[config.mk]
export PLATFORM = sky130hd
export DESIGN_NAME = ipmred_setup_seq_flat
export DESIGN_NICKNAME = d
export VERILOG_FILES = /design/src/rtl/ipmred_setup_seq_if.sv /design/src/rtl/ipmred_setup_seq.sv /design/src/flat_wrapper.sv
export SDC_FILE = /design/constraint.sdc
export NUM_CORES = 2
export LEC_CHECK = 0
export BUFFER_PORTS_ARGS = -buffer_cell sky130_fd_sc_hd__buf_4
export CAP_MARGIN = 15
export CORE_AREA = 2 2 365 367
export CTS_BUF_LIST = sky130_fd_sc_hd__clkbuf_16
export CTS_CLUSTER_SIZE = 14
export DETAILED_ROUTE_END_ITERATION = 12
export DIE_AREA = 0 0 367 369
export PLACE_DENSITY_LB_ADDON = 0.05
export SYNTH_ARGS = -nofsm -noshare
export SYNTH_HDL_FRONTEND = slang
export SYNTH_SLANG_ARGS = --single-unit
export TNS_END_PERCENT = 1
[constraint.sdc]
create_clock -name clk -period 3.2 [get_ports clk]
set_clock_uncertainty 0.2 [all_clocks]
set_input_delay 0.64 -clock clk [delete_from_list [all_inputs] [get_ports clk]]
set_output_delay 0.64 -clock clk [all_outputs]
set_load 0.01 [all_outputs]
[src/rtl/ipmred_setup_seq_if.sv]
// Random-byte stream between the RNG (master) and the IPM-RED setup engine (slave).
interface ipmred_setup_seq_if;
    logic [7:0] rnd_byte;
    logic       rnd_valid;
    logic       rnd_ready;

    modport master (output rnd_byte, output rnd_valid, input rnd_ready);
    modport slave  (input rnd_byte, input rnd_valid, output rnd_ready);
endinterface

[src/rtl/ipmred_setup_seq.sv]
// IPM-RED setup engine: fetches random bytes into L1/L2, then computes L1_hat/L2_hat serially.
// Optional IPMRED_NONZERO_RAND_EN: discard zero random bytes so every random L entry is nonzero.
module ipmred_setup_seq #(
    parameter int V = 8
) (
    input  logic                         clk,
    input  logic                         rst,
    input  logic                         start,
    ipmred_setup_seq_if.slave            rnd,
    output logic                         busy,
    output logic                         done,
    output logic                         out_valid,
    output logic [V*8-1:0]               L1,
    output logic [V*8-1:0]               L2,
    output logic [(V-1)*(V-1)*8-1:0]     L1_hat,
    output logic [(V-1)*(V-1)*8-1:0]     L2_hat
);

    localparam int NB = 2 * (V - 2);
    localparam int NE = (V - 1) * (V - 1);
    localparam int KW = $clog2(NB + 1);
    localparam int IW = $clog2(V);
    localparam int EW = $clog2(NE + 1);

    typedef enum logic [1:0] {IDLE, FETCH, COMPUTE, DONE} state_t;

    state_t        state;
    logic [KW-1:0] k;
    logic [IW-1:0] i, j;
    logic          drain;
    logic [7:0]    l1a_p0, l1b_p0, l2a_p0, l2b_p0;
    logic [EW-1:0] idx_p0;
    logic          vld_p0;
    logic          accept;
    logic          keep;

    function automatic logic [7:0] gmul8(input logic [7:0] a, input logic [7:0] b);
        logic [7:0] p;
        logic [7:0] aa;
        p  = 8'h00;
        aa = a;
        for (int n = 0; n < 8; n++) begin
            if (b[n]) p = p ^ aa;
            aa = {aa[6:0], 1'b0} ^ (aa[7] ? 8'h1B : 8'h00);
        end
        return p;
    endfunction

    // L1_ drops L1[1]; L2_ drops L2[0].
    function automatic logic [7:0] l1_red(input logic [V*8-1:0] l, input logic [IW-1:0] n);
        return (n == '0) ? l[7:0] : l[8*(int'(n)+1) +: 8];
    endfunction

    function automatic logic [7:0] l2_red(input logic [V*8-1:0] l, input logic [IW-1:0] n);
        return l[8*(int'(n)+1) +: 8];
    endfunction

    assign rnd.rnd_ready = (state == FETCH);
    assign busy          = (state == FETCH) || (state == COMPUTE);
    assign accept        = rnd.rnd_valid && rnd.rnd_ready;

    always_comb begin
        keep = 1'b1;
`ifdef IPMRED_NONZERO_RAND_EN
        keep = (rnd.rnd_byte != 8'h00);
`else
        keep = 1'b1;
`endif
    end

    always_ff @(posedge clk) begin
        if (rst) begin
            state     <= IDLE;
            k         <= '0;
            i         <= '0;
            j         <= '0;
            drain     <= 1'b0;
            vld_p0    <= 1'b0;
            done      <= 1'b0;
            out_valid <= 1'b0;
            L1        <= '0;
            L2        <= '0;
            L1_hat    <= '0;
            L2_hat    <= '0;
        end else begin
            done   <= 1'b0;
            vld_p0 <= 1'b0;

            // p1: write back the product issued last cycle
            if (vld_p0) begin
                L1_hat[8*int'(idx_p0) +: 8] <= gmul8(l1a_p0, l1b_p0);
                L2_hat[8*int'(idx_p0) +: 8] <= gmul8(l2a_p0, l2b_p0);
            end

            case (state)
                IDLE, DONE: begin
                    if (start) begin
                        state      <= FETCH;
                        out_valid  <= 1'b0;
                        k          <= '0;
                        L1[15:0]   <= 16'h0001;
                        L2[15:0]   <= 16'h0100;
                    end
                end
                FETCH: begin
                    if (accept && keep) begin
                        if (k[0]) L2[8*(2+int'(k >> 1)) +: 8] <= rnd.rnd_byte;
                        else      L1[8*(2+int'(k >> 1)) +: 8] <= rnd.rnd_byte;
                        if (k == KW'(NB - 1)) begin
                            state <= COMPUTE;
                            k     <= '0;
                            i     <= '0;
                            j     <= '0;
                            drain <= 1'b0;
                        end else begin
                            k <= k + 1'b1;
                        end
                    end
                end
                COMPUTE: begin
                    // p0: latch operands for entry (i,j); the final cycle only drains p1
                    if (!drain) begin
                        l1a_p0 <= l1_red(L1, i);
                        l1b_p0 <= l1_red(L1, j);
                        l2a_p0 <= l2_red(L2, i);
                        l2b_p0 <= l2_red(L2, j);
                        idx_p0 <= EW'(int'(i) * (V - 1) + int'(j));
                        vld_p0 <= 1'b1;
                        if (j == IW'(V - 2)) begin
                            j <= '0;
                            if (i == IW'(V - 2)) drain <= 1'b1;
                            else                 i     <= i + 1'b1;
                        end else begin
                            j <= j + 1'b1;
                        end
                    end else begin
                        state     <= DONE;
                        drain     <= 1'b0;
                        done      <= 1'b1;
                        out_valid <= 1'b1;
                    end
                end
                default: state <= IDLE;
            endcase
        end
    end

endmodule
[src/flat_wrapper.sv]
// flat-port wrapper written by rule: the top's interface ports become plain ports
module ipmred_setup_seq_flat 
#(
    parameter int V = 8
)
  (clk, rst, start, busy, done, out_valid, L1, L2, L1_hat, L2_hat, rnd_rnd_byte, rnd_rnd_valid, rnd_rnd_ready);
  ipmred_setup_seq_if rnd_i ();
  input  logic clk;
  input  logic rst;
  input  logic start;
  output logic busy;
  output logic done;
  output logic out_valid;
  output logic [V*8-1:0] L1;
  output logic [V*8-1:0] L2;
  output logic [(V-1)*(V-1)*8-1:0] L1_hat;
  output logic [(V-1)*(V-1)*8-1:0] L2_hat;
  input wire logic [$bits(rnd_i.rnd_byte)-1:0] rnd_rnd_byte;
  input wire logic [$bits(rnd_i.rnd_valid)-1:0] rnd_rnd_valid;
  output wire logic [$bits(rnd_i.rnd_ready)-1:0] rnd_rnd_ready;
  assign rnd_i.rnd_byte = rnd_rnd_byte;
  assign rnd_i.rnd_valid = rnd_rnd_valid;
  assign rnd_rnd_ready = rnd_i.rnd_ready;
  ipmred_setup_seq #(.V(V)) u_core (.clk(clk), .rst(rst), .start(start), .rnd(rnd_i), .busy(busy), .done(done), .out_valid(out_valid), .L1(L1), .L2(L2), .L1_hat(L1_hat), .L2_hat(L2_hat));
endmodule
==> flow_summary.toml <==
[sta]
min_period_ps = 3030
slew_headroom_pct = 32.2
fin_setup_tns_ps = 0
hold_slack_ps = 60.7
hold_viol = 0
final-setup-viol-count = 0
drv_slew = 0
worst_pin_slew_ps = 1010
post-route-period-util_pct = 94.8
rsz0062_at_grt = "false"
clock.fmax_mhz = 329

[die]
fp.dieW_microns = 367
die_area_sq_um = 135000
io_pins = 928
die_h_microns = 369
core_area_sq_um = 131000
num_rows = 133
initial_core_util_pct = 30.1

[critical_path]
reg2reg_slack_ps = 170
crit_type = "reg -> reg"
cp_data_arrival_time_ps = 3500
cp-end-kind = "register"
critical_path.startpoint_type = "register"
crit_required_ps = 3660
path_max_fanout = 9

[yosys]
syn_inst = 4730
synth_area_per_cell_sq_um = 8.36
yosys-top-cells-area = "dfxtp_1 47%, nand2_1 9.8%, a21oi_1 6.7%, nor2_1 6.1%, a211oi_1 3.3%"
synth_edf_count = 38
ys_async_sr_fraction_pct = 0
yosys_warnings = 0
ys_ff_latch = 966
synthTopCellsByCount = "1030 x nand2_1, 928 x dfxtp_1, 645 x nor2_1"
syn-num-nets = 4773
seq_area_frac_synth_pct = 49.9
syn-cell-area_sq_um = 39500
synth.top_cell.area_share_pct = 47.0
synth_top_area_cell = "dfxtp_1"
yosys.cell_count.top_type = "nand2_1"
ys_dominant_reg_cell = "dfxtp_1"
yosys.cell_types.count = 67

[drt]
finalWirelength_microns = 202000
drtPass1Iterations = 6
vias = 37800
initialDrtViolationCount = 3071
wl_per_cell_microns = 26.7
ant_nets = 0
drc = 0
viasPerCell = 5.01

[layout]
num_antenna_cells = 0
drive_gt1_share_pct = 26.5
n_fill_cell = 13500
area_delta_synth_final_pct = 37.3
nNetsFinal = 5733

[clocking]
ctsHoldBuffers = 0
path_clk_slew_ps = 70
clkSinkCount = 966
cts_tree = "built"
clock_path_buffers = 3
root_buffer = "clkbuf_16"
cts.htree.levels = 3
post_cts_buffers = 0
ctsResizeCount = 0
numCtsBuffers = 110
clk_latency_ps = 750

[placement]
io_buffers = 927
routabilityCongestion = 0.898
dpl.hpwl_microns = 150000

[grt]
grt_pass1_vias = 35700
grt-ovfl-total = 0
antenna_found_initial = 5
grt_start_max_net_pins = 134
grt_usage_pct = 28.7
grt_pass1_wl_microns = 282000

[worst_hold_path]
min_path_type = "in -> reg"

[pwr]
power.leakage_uw = 0.0213
vdd_drop_max_uv = 661
powerDensity_nw_per_um2 = 704

[job]
cap_violations = 0

[status]
run_status = "completed"
==> path summary, 6_finish.rpt <==
| check | depth (start not counted) | startpoint | to |
|---|---|---|---|
| min | 4 | start | u_core.out_valid |
| max reg2reg | 7 | u_core.l1a_p0[5] | u_core.L1_hat[263] |
| max | 7 | u_core.l1a_p0[5] | u_core.L1_hat[263] |
| min reg2reg | 2 | u_core.L2_hat[176] | u_core.L2_hat[176] |
==> cell usage in the layout, fill, tap and decap left out, drive strengths merged, types with 73 or more instances in the layout <==
cell	Yosys	layout
buf	99	1241
nand2	1030	1030
dfxtp	928	928
nor2	645	645
a21oi	532	532
o21ai	189	189
a211oi	185	185
nand3b	115	115
clkbuf	294	113
nor3	100	100
xnor2	74	74
inv	43	73
==> flip-flops by register name (all words and copies together), names as in the netlist, 3 cells and up <==
register	cells
u_core.k	4
u_core.l2a_p0	8
u_core.idx_p0	6
u_core.j	3
u_core.L1	64
u_core.L1_hat	392
u_core.i	3
u_core.l2b_p0	8
u_core.l1b_p0	8
u_core.l1a_p0	8
u_core.L2_hat	392
u_core.L2	64
==> critical path, stage by stage (launching register included) <==
cell      delay [ps]
edfxtp_1         600
xnor2_4          350
xor2_2           220
nand2_1           90
xnor2_1          270
xnor3_4          620
or4_1            450
a21oi_1          150
==> area by class of cell <==
cell class | instances | area [sq um] | share of cell area [%]
repair buffers | 1241 | 10200 | 18.8
inverters | 44 | 165 | 0.304
multi-input cells | 3327 | 18300 | 33.7
well taps | 1755 | 2200 | 4.05
flip-flops and latches | 966 | 19700 | 36.3
clock inverters | 94 | 843 | 1.55
clock buffers | 113 | 2830 | 5.21
==> kinds of logic after synthesis <==
| family | synth area share (%) |
|---|---|
| AOI/OAI and AO/OA | 14.8 |
| xor gates and xnor gates | 4.64 |
| adders and majority gates | 1.06 |
| buffers and inverters | 4.60 |
| DFF | 49.9 |
| muxes | 3.25 |
| and+or+nand+nor | 21.8 |
==> metal layers <==
layer | share of wire [%] | track usage (%)
met1 | 44 | 38.3
met2 | 46 | 46.1
met3 | 7.2 | 6.89
met4 | 2.8 | 7.84
met5 | 0.0069 | 0
==> per-stage QoR <==
stage          power, uW  utilization, %  setup WS (ps)  instance area, sq um  std cells
2_1_floorplan      17700               -           -157                 39500       4730
6_report           38200            41.4            165                 54300       7540
3_5_place_dp       25500            38.5            111                 50500       7333
5_1_grt            39400            41.4           6.98                 54300       7540
4_1_cts            38600            41.3            100                 54200       7540
3_3_place_gp       25500            38.5           79.2                 50500       7333
==> power breakdown <==
group	internal [uW]	leakage, uW	total (uW)	switching [uW]
Clock	7460	0.00191	13000	5590
Combinational	3550	0.0116	12700	9120
Sequential	12300	0.00783	12500	203
Power figures use the tool's default switching activity.
